## src/rtl/spm_cfg_sequencer.sv

```systemverilog
// spm_cfg_sequencer: captures an SPM program from the host into a shadow store,
// then on start clears the scratchpad, streams the program into it and steps
// through the contexts with run pulses, for a programmable number of passes.
// Optional build macro SPM_SEQ_PERF_CNT_EN adds the run_cycles busy-cycle counter.
module spm_cfg_sequencer #(
  parameter int unsigned INST_W = 24,
  parameter int unsigned DEPTH  = 16,
  parameter int unsigned CNT_W  = 16
) (
  input  logic              clk,
  input  logic              rst,
  input  logic              cfg_valid,
  output logic              cfg_ready,
  input  logic [INST_W-1:0] cfg_inst,
  input  logic              cfg_last,
  input  logic              start,
  input  logic              abort,
  input  logic [7:0]        ctx_hold,
  input  logic [CNT_W-1:0]  iter_num,
  output logic              spm_clr,
  output logic              spm_init,
  output logic              spm_run,
  output logic [INST_W-1:0] spm_inst,
  output logic              busy,
  output logic              done,
`ifdef SPM_SEQ_PERF_CNT_EN
  output logic [31:0]       run_cycles,
`endif
  output logic [1:0]        err_code
);

  localparam int unsigned NW = $clog2(DEPTH + 1);
  localparam int unsigned IW = (DEPTH > 1) ? $clog2(DEPTH) : 1;

  typedef enum logic [2:0] {
    S_IDLE, S_CLEAR, S_LOAD, S_RUN, S_DONE, S_ABRT
  } state_t;

  state_t            state, state_nxt;
  logic [INST_W-1:0] shadow [DEPTH];
  logic [NW-1:0]     n_words;
  logic [NW-1:0]     k_idx;
  logic              prog_valid;
  logic [7:0]        hold_r;
  logic [7:0]        hcnt;
  logic [CNT_W-1:0]  iter_r;
  logic [CNT_W-1:0]  pass_cnt;
  logic [CNT_W-1:0]  pass_inc;
  logic              start_ok;
  logic              cfg_acc;
  logic              last_word;
  logic              ctx_end;
  logic              pass_end;

  assign start_ok  = (state == S_IDLE) && start && prog_valid;
  assign cfg_acc   = (state == S_IDLE) && !start && cfg_valid;
  assign last_word = (k_idx == n_words - NW'(1));
  assign ctx_end   = (hcnt == hold_r - 8'd1);
  assign pass_end  = (state == S_RUN) && ctx_end && last_word;
  assign pass_inc  = pass_cnt + CNT_W'(1);

  // State register
  always_ff @(posedge clk or posedge rst) begin
    if (rst) state <= S_IDLE;
    else     state <= state_nxt;
  end

  // Next-state logic; abort wins over every normal transition while sequencing
  always_comb begin
    state_nxt = state;
    case (state)
      S_IDLE:  if (start_ok) state_nxt = (iter_num == '0) ? S_DONE : S_CLEAR;
      S_CLEAR: state_nxt = abort ? S_ABRT : S_LOAD;
      S_LOAD: begin
        if (abort)          state_nxt = S_ABRT;
        else if (last_word) state_nxt = S_RUN;
      end
      S_RUN: begin
        if (abort)         state_nxt = S_ABRT;
        else if (pass_end) state_nxt = (pass_inc < iter_r) ? S_CLEAR : S_DONE;
      end
      S_DONE:  state_nxt = S_IDLE;
      S_ABRT:  state_nxt = S_IDLE;
      default: state_nxt = S_IDLE;
    endcase
  end

  // Output decode from registered state and counters
  always_comb begin
    cfg_ready = 1'b0;
    spm_clr   = 1'b0;
    spm_init  = 1'b0;
    spm_run   = 1'b0;
    spm_inst  = '0;
    busy      = 1'b0;
    done      = 1'b0;
    case (state)
      S_IDLE:  cfg_ready = !start && !rst;
      S_CLEAR: begin spm_clr = 1'b1; busy = 1'b1; end
      S_LOAD: begin
        spm_init = 1'b1;
        spm_inst = shadow[IW'(k_idx)];
        busy     = 1'b1;
      end
      S_RUN: begin
        spm_run = (hcnt == 8'd0);
        busy    = 1'b1;
      end
      S_DONE:  done = 1'b1;
      S_ABRT:  begin spm_clr = 1'b1; busy = 1'b1; end
      default: ;
    endcase
  end

  // Shadow store write; the first word after a complete program restarts at 0
  always_ff @(posedge clk) begin
    if (cfg_acc && (prog_valid || (n_words != NW'(DEPTH))))
      shadow[prog_valid ? IW'(0) : IW'(n_words)] <= cfg_inst;
  end

  // Program capture, start latching, error flags and sequencing counters
  always_ff @(posedge clk or posedge rst) begin
    if (rst) begin
      n_words    <= '0;
      prog_valid <= 1'b0;
      err_code   <= 2'b00;
      hold_r     <= 8'd1;
      iter_r     <= '0;
      pass_cnt   <= '0;
      k_idx      <= '0;
      hcnt       <= '0;
    end else begin
      if (cfg_acc) begin
        prog_valid <= cfg_last;
        if (prog_valid)                   n_words  <= NW'(1);
        else if (n_words == NW'(DEPTH))   err_code <= 2'b01;
        else                              n_words  <= n_words + NW'(1);
      end
      if ((state == S_IDLE) && start) begin
        if (prog_valid) begin
          err_code <= 2'b00;
          hold_r   <= (ctx_hold == 8'd0) ? 8'd1 : ctx_hold;
          iter_r   <= iter_num;
          pass_cnt <= '0;
        end else begin
          err_code <= 2'b10;
        end
      end
      if (pass_end) pass_cnt <= pass_inc;
      case (state)
        S_LOAD: k_idx <= last_word ? '0 : k_idx + NW'(1);
        S_RUN: begin
          hcnt <= ctx_end ? 8'd0 : hcnt + 8'd1;
          if (ctx_end) k_idx <= last_word ? '0 : k_idx + NW'(1);
        end
        default: begin
          k_idx <= '0;
          hcnt  <= 8'd0;
        end
      endcase
    end
  end

`ifdef SPM_SEQ_PERF_CNT_EN
  // Saturating count of busy cycles since the last accepted start
  always_ff @(posedge clk or posedge rst) begin
    if (rst)                               run_cycles <= '0;
    else if (start_ok)                     run_cycles <= '0;
    else if (busy && (run_cycles != '1))   run_cycles <= run_cycles + 32'd1;
  end
`endif

endmodule

```

## config.mk

```make
export PLATFORM = sky130hd
export DESIGN_NAME = spm_cfg_sequencer
export DESIGN_NICKNAME = d
export VERILOG_FILES = /design/src/rtl/spm_cfg_sequencer.sv
export SDC_FILE = /design/constraint.sdc
export NUM_CORES = 1
export LEC_CHECK = 0
export CORE_ASPECT_RATIO = 1.2
export CORE_UTILIZATION = 25
export DETAILED_ROUTE_END_ITERATION = 7
export SLEW_MARGIN = 20
export SYNTH_ARGS = -nofsm -noshare
export SYNTH_HDL_FRONTEND = slang
export SYNTH_SLANG_ARGS = --single-unit
```

## constraint.sdc

```tcl
create_clock -name clk -period 3.3 [get_ports clk]
set_clock_uncertainty 0.2 [all_clocks]
set_input_delay 0.66 -clock clk [delete_from_list [all_inputs] [get_ports clk]]
set_output_delay 0.66 -clock clk [all_outputs]
set_load 0.005 [all_outputs]
```

After elaboration in Yosys (flattened, before gate mapping)

Memory sizes are Yosys's and may differ from the RTL's.
Cells that the tools add are included.

Register bits after elaboration: 64
RAM bits: 384
Bits of input ports: 54
Output and inout bits: 32
Memories kept: 1

$add $sub $neg: 6
Magnitude comparators: 1
Eq/ne operators: 15
Multiplexer cells: 35
Reduce and logical (&&, ||, !) cells: 26

Memories:

| memory | depth | bits a word | read ports | clocked after Yosys merged registers in | write ports | RTL line | text |
|---|---|---|---|---|---|---|---|
| shadow | 16    | 24          | 1          | 0                                       | 1           | 40       | `logic [INST_W-1:0] shadow [DEPTH];` |

Operator list:

| cell                    | count |
|---|---|
| $mux W16                | 3 |
| $mux W24                | 1 |
| $mux W3                 | 8 |
| $mux W5                 | 4 |
| $add A16 B1 Y16 const B | 1 |
| $logic_not A16 Y1       | 1 |
| $logic_not A8 Y1        | 2 |
| $lt A16 B16 Y1          | 1 |
| $mux W8                 | 2 |
| $pmux W8 S2             | 1 |
| $pmux W3 S4             | 1 |
| $add A5 B1 Y5 const B   | 2 |
| $mux W2                 | 5 |
| $pmux W5 S2             | 1 |
| $add A8 B1 Y8 const B   | 1 |
| $eq A8 B8 Y1            | 1 |
| $logic_and A1 B1 Y1     | 8 |
| $mux W1                 | 8 |
| $reduce_bool A2 Y1      | 4 |
| $sub A8 B1 Y8 const B   | 1 |
| $eq A3 B2 Y1 const B    | 2 |
| $eq A3 B3 Y1 const B    | 2 |
| $ne A2 B2 Y1 const B    | 3 |
| $ne A3 B3 Y1 const B    | 2 |
| other kinds (14)        | 18 |

Logic depth before layout (Yosys ltp)

Gate-level depths: netlist of the first run.

Depth in word-level cells: 7
Gate-level depth with buffers: 13
Depth with buffers taken out: 13

Worst setup path after synthesis of the first run

OpenSTA, ideal clock, no wires.

Kind: reg-to-reg
Start: register state[1]
End: memory shadow[3][0] (enable)
Arrival time: 2819 ps
Path slack: -124 ps
Stages on the path, launching flop included: 7
Path buffers: 1
Clock period less this slack: 3424 ps
Path through: dfrtp_1 clkbuf_1 nor3_1 nand3b_1 or2_2 or3_1 nor2_1

Longest elaborated chain between the ends: 6

RTL lines:

| element                          | RTL line | text |
|---|---|---|
| start: declaration               | 39       | `state_t state, state_nxt;` |
| start signal: assignment         | 65       | `else state <= state_nxt;` |
| $logic_not A3 Y1                 | 56       | `assign cfg_acc = (state == S_IDLE) && !start && cfg_valid;` |
| $logic_and A1 B1 Y1 (2 in a row) | 56       |  |
| $logic_and A1 B1 Y1              | 117      | `if (cfg_acc && (prog_valid \|\| (n_words != NW'(DEPTH))))` |
| $mux W1                          | 117      |  |
| $mux W1                          | 118      | `shadow[prog_valid ? IW'(0) : IW'(n_words)] <= cfg_inst;` |
| end: declaration                 | 40       |  |

Every way passes these cells.

Worst setup path after layout of the first run

Start: register k_idx[0]
End: output spm_inst[7]

Longest elaborated chain between the ends: 2

RTL lines:

| element                  | RTL line | text |
|---|---|---|
| start: declaration       | 42       | `logic [NW-1:0] k_idx;` |
| start signal: assignment | 151      | `S_LOAD: k_idx <= last_word ? '0 : k_idx + NW'(1);` |
| start signal: assignment | 154      | `if (ctx_end) k_idx <= last_word ? '0 : k_idx + NW'(1);` |
| $mem_v2 Z16 W24          | --       |  |
| $mux W24                 | 97       | `case (state)` |
| end: declaration         | 23       | `output logic [INST_W-1:0] spm_inst,` |

Every way passes these cells.

==> results.md, run 1 <==
- Status: finished with violations
- Failing checks: negative setup slack
- Critical path type: flop to output pin
- CP required: 2.44 ns
- Pin count of the biggest net entering global routing: 52
- F_max: 0.277 GHz
- Max Slew Vio Count: 0
- YS warnings: 0
- Die area: 75700 um^2
- DRT Pass-1 Iters: 4
- Fillers: 7108
- ANT nets after route: 0
- Max VDD drop: 0.415 mV
- Boundary Pins: 86
- Post-route insts no fill: 2239
- EDFF count, synth: 384
- Row count: 109
- Final Hold Viols: 0
- Leak: 7.96 nW
- Unique masters post-synth: 59
- GRT overflow: 0
- Met1 Use GR: 15.5%
- Vias in the first global route: 10700
- Minimum clock period: 3.61 ns
- Met2 Use GR: 21.1%
- Worst relative slew slack: 63.5%
- Area delta synth->final: 27.7%
- Via count: 10000
- Worst-path clk slew: 0.06 ns
- Leading register cell type out of synthesis: edfxtp_1
- CTS tree: yes
- Post-Syn Instances: 1010
- Worst Path Max Fanout: 8
- DR iter-0 viols: 817
- Residual DRC: 0
- Post-DP HPWL: 26.5 mm
- Min Hold Slack: 0.229 ns
- Hold Crit Class: input port to async pin
- Core area: 73800 um^2
- First-pass GRT wire length: 68.4 mm
- FFs w/ async S/R, synth: 14.3%
- Hold_buf cts: 0
- Top Usage Layer GRT: met2
- Inst Count DP: 2126
- H-tree lvl count: 2
- Layout net count: 1278
- Fraction of layout instances using a drive strength above 1: 33.0%
- Util after Layout: 32.3%
- DR vias/cell: 4.48
- Max Cap Violations: 0
- Final Setup Violations: 24
- Port bufs: 85
- CTS buffer count: 50
- Longest Clk Path Bufs: 3
- CP Launch Point: k_idx[0]$_DFFE_PP0P_
- Number of antenna violations at the first check in global routing: 3
- Antenna diode count: 0
- Power, Total: 15.9 mW
- Die H: 301 um
- Gpl congestion: 0.797
- Mapped Area: 18600 um^2
- Worst EP arrival: 2.75 ns
- Setup crit end kind: output pin
- Pwr dens: 670 nW/um^2
- R2R Path Start: pass_cnt[2]$_DFFE_PP0P_
- Fin worst setup slack: -0.311 ns
- Clock sinks: 448
- WL/cell: 20.3 um
- Drt total wl: 45.4 mm
- Die Width: 251 um
- Unrepaired setup endpoints after global routing: yes
- Worst-Margin Slew: 0.546 ns
- Grt met3 use: 2.43%
- Global-route total usage across every layer: 12.2%
- Starting Density: 25.3%
- Synth Net Count: 1087
- Worst skew pair latency: 0.60 ns
- Avg Inst Size Synth: 18.5 um^2
- Final Cycle Share: 109%
- Clock root buffer: clkbuf_16
- CP Launch Type: flop
- Flop and latch count out of synthesis: 448
- Seq/Total Area, Yosys: 70.5%
-- flip-flops by register name (all words and copies together) (netlist names) --
register,cells
prog_valid,1
hcnt,8
iter_r,16
state,3
hold_r,8
pass_cnt,16
k_idx,5
n_words,5
err_code,2
shadow,384
-- layout by cell type (no fill, tap or decap), types with 10 or more instances in the layout --
cell / n
inv_1: 27
a21o_1: 10
clkbuf_16: 50
and2_4: 24
a21oi_1: 22
nand3_1: 31
buf_12: 42
clkdlybuf4s50_1: 60
mux4_2: 120
nand2b_1: 10
mux2_2: 25
o21ai_0: 15
ha_1: 23
dfrtp_1: 55
buf_4: 46
nor2_4: 14
buf_6: 31
xnor2_1: 13
nor2_1: 21
edfxtp_1: 384
nand2_1: 40
clkbuf_1: 11
-- timing repair --
item | CTS | global route
endpoints found under the setup margin | 26 | 27
hold endpoints to repair | 0 | 0
gates resized for setup | 169 | 16
buffers inserted | 20 | 6
pin swaps | 14 | 7
cloned | 4 | 0
-- per-stage QoR --
| stage | cell area [um^2] | worst slack [ns] | TNS (ns) |
|---|---|---|---|
| finish | 23800 | -0.311 | -5.70 |
| global route | 23800 | -0.394 | -7.69 |
| CTS | 23800 | -0.377 | -7.49 |
| detailed placement | 21700 | -0.0346 | -0.0491 |
| global placement | 21700 | -0.0230 | -0.0514 |
| floorplan | 18600 | -0.123 | -8.88 |
-- area by class of cell --
cell class	instances	area (um^2)	area share, %
flip-flops and latches	448	13100	55.2
multi-input cells	487	5400	22.7
repair buffers	185	2240	9.39
well taps	999	1250	5.25
clock inverters	30	373	1.57
inverters	29	109	0.457
clock buffers	61	1290	5.43
-- critical path, stage by stage (launching register included) --
cell and delay (ns):
dfrtp_4 0.54, buf_12 0.17, buf_12 0.14, buf_6 0.11, mux4_2 0.41, mux4_2 0.49, and2_4 0.16, buf_6 0.11
-- cell usage after synthesis (all sizes together), types with 2 or more instances --
| cell | number | area [um^2] |
|---|---|---|
| a211oi | 4 | 35.0 |
| a21o | 10 | 75.1 |
| a21oi | 22 | 110 |
| a22o | 2 | 17.5 |
| a31oi | 4 | 25.0 |
| a32o | 4 | 40.0 |
| and2 | 27 | 169 |
| and3 | 8 | 50.1 |
| buf | 21 | 111 |
| clkbuf | 25 | 93.8 |
| dfrtp | 63 | 1580 |
| edfxtp | 384 | 11500 |
| ha | 23 | 288 |
| inv | 29 | 109 |
| mux2 | 25 | 282 |
| mux4 | 120 | 2700 |
| nand2 | 40 | 150 |
| nand2b | 10 | 62.6 |
| nand3 | 31 | 155 |
| nand4 | 5 | 31.3 |
| nor2 | 37 | 139 |
| nor2b | 5 | 31.3 |
| nor3 | 7 | 35.0 |
| nor4 | 9 | 56.3 |
| nor4b | 4 | 41.3 |
| o211a | 2 | 27.5 |
| o211ai | 4 | 30.0 |
| o21a | 2 | 15.0 |
| o21ai | 22 | 110 |
| o2bb2ai | 5 | 43.8 |
| o31a | 2 | 17.5 |
| o31ai | 6 | 45.0 |
| or2 | 5 | 31.3 |
| or3 | 6 | 42.5 |
| or4 | 3 | 22.5 |
| xnor2 | 13 | 114 |
| xor2 | 7 | 61.3 |
-- path summary, 6_finish.rpt --
| kind | to | slack [ns] | depth (start not counted) |
|---|---|---|---|
| worst min-delay path | iter_r[10]$_DFFE_PP0P_ | 0.23 | 2 |
| max in group asynchronous | k_idx[1]$_DFFE_PP0P_ | 2.04 | 3 |
| worst max register to register | state[0]$_DFFE_PP0P_ | 0.26 | 13 |
| min in group clk | pass_cnt[15]$_DFFE_PP0P_ | 0.30 | 1 |
| worst max-delay path | spm_inst[7] | -0.31 | 7 |
| worst min register to register | pass_cnt[15]$_DFFE_PP0P_ | 0.30 | 1 |
-- report_power, final --
group          total [mW]  internal (mW)  leakage (nW)  switching [mW]
registers            6.74           6.48          4.27           0.254
logic                3.61           1.97          2.89            1.65
clock network        5.59           3.29         0.799            2.30
total                15.9           11.7          7.96            4.21
-- per-layer routing --
layer / wire [um] / part of all wire, %
met5: 34 / 0.075
met4: 932 / 2.1
met2: 22900 / 51
met1: 19100 / 42
met3: 2350 / 5.2
-- logic make-up after synthesis --
family                     synth area share [%]
AOI/OAI and AO/OA                          3.60
muxes                                      16.1
adders and majority gates                  1.54
xor gates and xnor gates                  0.940
DFF                                        70.5
buffers and inverters                      1.69
and+or+nand+nor                            5.70
Power figures use the tool's default switching activity.
==> inputs of run 2 (changes only) <==
--- a/config.mk
+++ b/config.mk
@@ -5,10 +5,12 @@
 export SDC_FILE = /design/constraint.sdc
 export NUM_CORES = 1
 export LEC_CHECK = 0
-export CORE_ASPECT_RATIO = 1.2
+export CORE_ASPECT_RATIO = 0.8
 export CORE_UTILIZATION = 25
 export DETAILED_ROUTE_END_ITERATION = 7
+export MAX_ROUTING_LAYER = met4
 export SLEW_MARGIN = 20
 export SYNTH_ARGS = -nofsm -noshare
 export SYNTH_HDL_FRONTEND = slang
 export SYNTH_SLANG_ARGS = --single-unit
+export TNS_END_PERCENT = 1
==> run 2 against run 1 <==
Against the previous run: the run still ends with negative setup slack left; routed wire length is 0.13% higher; non-clock buffer count is 11 higher; cell count is 0.49% higher; sequential share of layout area is 0.34 points higher; die area hardly changed; flip-flop and latch count stayed put; hold slack worse by 0.047 ns; cell area is 0.63% lower; first-iteration DRC count is 14% lower; critical endpoint is now spm_inst[19]; largest cell class unchanged; highest routed layer is now met4.
==> results.md, run 2 (synthesis gave the netlist of run 1 again) <==
- Status: finished with violations (unchanged)
- Failing checks: negative setup slack (unchanged)
- WL/cell: 20.2 um (was 20.3 um)
- CTS tree: yes (unchanged)
- Most frequent cells in the layout: edfxtp_1 (384), mux4_2 (120), clkdlybuf4s50_1 (60), dfrtp_1 (57), buf_4 (55) (was edfxtp_1 (384), mux4_2 (120), clkdlybuf4s50_1 (60), dfrtp_1 (55), clkbuf_16 (50))
- Max Slew Vio Count: 0 (unchanged)
- R2R depth: 13 (unchanged)
- Worst EP arrival: 2.78 ns (was 2.75 ns)
- Critical path type: flop to output pin (unchanged)
- Longest Clk Path Bufs: 3 (unchanged)
- Worst relative slew slack: 60.7% (was 63.5%)
- Setup TNS: -6.52 ns (was -5.70 ns)
- H-tree lvl count: 2 (unchanged)
- Power, Total: 15.7 mW (was 15.9 mW)
- Int Power: 11.5 mW (was 11.7 mW)
- Max Cap Violations: 0 (unchanged)
- Minimum clock period: 3.64 ns (was 3.61 ns)
- Sw Ratio: 26.7% (was 26.4%)
- Clock power frac: 33.7% (was 35.1%)
- Clock root buffer: clkbuf_16 (unchanged)
- Setup crit end kind: output pin (unchanged)
- Crit-path slowest cell: mux4_2 (was dfrtp_4)
- Drt total wl: 45.4 mm (about the same)
- Die H: 246 um (was 301 um)
- Leak: 7.97 nW (was 7.96 nW)
- CP required: 2.44 ns (about the same)
- Post-DP HPWL: 27.7 mm (was 26.5 mm)
- Hold Crit Class: input port to async pin (unchanged)
- Met2 Use GR: 19.7% (was 21.1%)
- Top Usage Layer GRT: met2 (unchanged)
- Die Width: 307 um (was 251 um)
- First-pass GRT wire length: 67.7 mm (was 68.4 mm)
- Pin count of the biggest net entering global routing: 32 (was 52)
- Crit-path cells: buf_12, buf_8, buf_6, mux4_2, mux4_2, and2_4, buf_6 (was buf_12, buf_12, buf_6, mux4_2, mux4_2, and2_4, buf_6)
- Biggest regs: shadow (384), iter_r (16), pass_cnt (16) (unchanged)
- Commonest non-fill, non-tap cell in the layout: edfxtp_1 (unchanged)
- Util after Layout: 32.1% (was 32.3%)
- Area delta synth->final: 26.9% (was 27.7%)
- CP Launch Type: flop (unchanged)
- Fin area: 23700 um^2 (was 23800 um^2)
- Starting Density: 25.3% (about the same)
- Max VDD drop: 0.330 mV (was 0.415 mV)
- F_max: 0.275 GHz (was 0.277 GHz)
- Place WS: -0.0507 ns (was -0.0346 ns)
- Worst Path Max Fanout: 8 (unchanged)
- Combinational share of power: 23.4% (was 22.7%)
- Boundary Pins: 86 (unchanged)
- DRT Pass-1 Iters: 7 (was 4)
- Number of antenna violations at the first check in global routing: 1 (was 3)
- DR iter-0 viols: 701 (was 817)
- Row count: 89 (was 109)
- Worst skew pair latency: 0.58 ns (was 0.60 ns)
- Psw: 4.19 mW (was 4.21 mW)
- Cell area after placement: 21600 um^2 (was 21700 um^2)
- Final Hold Viols: 0 (unchanged)
- Met1 Use GR: 16.3% (was 15.5%)
- Final Cycle Share: 110% (was 109%)
- DR vias/cell: 4.51 (was 4.48)
- Max reg flops: 384 (unchanged)
- Gpl congestion: 0.792 (was 0.797)
- Final Setup Violations: 24 (unchanged)
- Die area: 75700 um^2 (about the same)
- Clock sinks: 448 (unchanged)
- Share of power burned in registers: 42.9% (was 42.3%)
- Grt met3 use: 2.42% (was 2.43%)
- GRT overflow: 0 (unchanged)
- Via count: 10200 (was 10000)
- Residual DRC: 0 (unchanged)
- Core area: 73700 um^2 (was 73800 um^2)
- Port bufs: 85 (unchanged)
- Fraction of layout instances using a drive strength above 1: 33.3% (was 33.0%)
- Fin worst setup slack: -0.340 ns (was -0.311 ns)
- Worst-Margin Slew: 0.587 ns (was 0.546 ns)
- Layout net count: 1287 (was 1278)
- Global-route total usage across every layer: 12.4% (was 12.2%)
- Worst-path clk slew: 0.06 ns (about the same)
- ANT nets after route: 0 (unchanged)
- Biggest register: shadow (unchanged)
- Pwr dens: 663 nW/um^2 (was 670 nW/um^2)
- Vias in the first global route: 10600 (was 10700)
- Slowest stage delay, CP: 0.55 ns (was 0.54 ns)
- CTS buffer count: 48 (was 50)
- Unrepaired setup endpoints after global routing: yes (unchanged)
-- run 2: stage by stage --
stage / hold slack, ns / cells
after floorplan: 0.258 / 1010
after global placement: 0.270 / 2130
after detailed placement: 0.297 / 2130
after CTS: 0.134 / 2254
after global routing: 0.175 / 2250
final: 0.182 / 2250
-- run 2: worst paths after layout --
| kind | to | slack [ns] | start |
|---|---|---|---|
| min in group clk | iter_r[0]$_DFFE_PP0P_ | 0.30 | iter_r[0]$_DFFE_PP0P_ |
| max | spm_inst[19] | -0.34 | k_idx[0]$_DFFE_PP0P_ |
| max in group asynchronous | k_idx[0]$_DFFE_PP0P_ | 2.10 | rst |
| max reg2reg | state[2]$_DFFE_PP0P_ | 0.21 | pass_cnt[4]$_DFFE_PP0P_ |
| min reg2reg | iter_r[0]$_DFFE_PP0P_ | 0.30 | iter_r[0]$_DFFE_PP0P_ |
| min | err_code[0]$_DFFE_PP0P_ | 0.18 | rst |
-- run 2: power groups by stage --
stage / logic, mW / clock network (mW) / registers (mW)
3_5_place_dp: 3.30 / 0 / 6.84
2_1_floorplan: 2.08 / 0 / 6.74
4_1_cts: 3.82 / 5.45 / 6.73
6_report: 3.67 / 5.29 / 6.73
5_1_grt: 3.99 / 5.65 / 6.77
3_3_place_gp: 3.23 / 0 / 6.83
-- run 2: area by class of cell --
type                       count  area, um^2
inverter                      29         109
tap                         1001        1250
multi-input combinational    487        5330
sequential                   448       13100
antenna                        1        2.50
clock inverter                34         328
fill                        7113       50100
clock buffer                  54        1230
timing repair buffer         196        2250
-- run 2: what timing repair did --
| action | in CTS | in global routing |
|---|---|---|
| hold endpoints to repair | 0 | 0 |
| cloned | 7 | 0 |
| setup buffers | 29 | 1 |
| resized for setup | 136 | 27 |
| pin swaps | 21 | 4 |
| setup endpoints to repair | 25 | 29 |
| hold buffers | 0 | 0 |
-- run 2: per-layer routing --
| metal | vias to the layer above | wire length (um) |
|---|---|---|
| met5 | - | 0 |
| met4 | 0 | 841 |
| met3 | 53 | 2340 |
| li1 | 4482 | - |
| met2 | 254 | 22000 |
| met1 | 5363 | 20300 |
-- run 2: worst max-delay path, delay by kind of cell, from the launching register on --
family,cells,cell delay [ns]
buffers and inverters,4,0.52
flip-flops,1,0.53
AND/OR/NAND/NOR,1,0.20
multiplexers,2,0.95
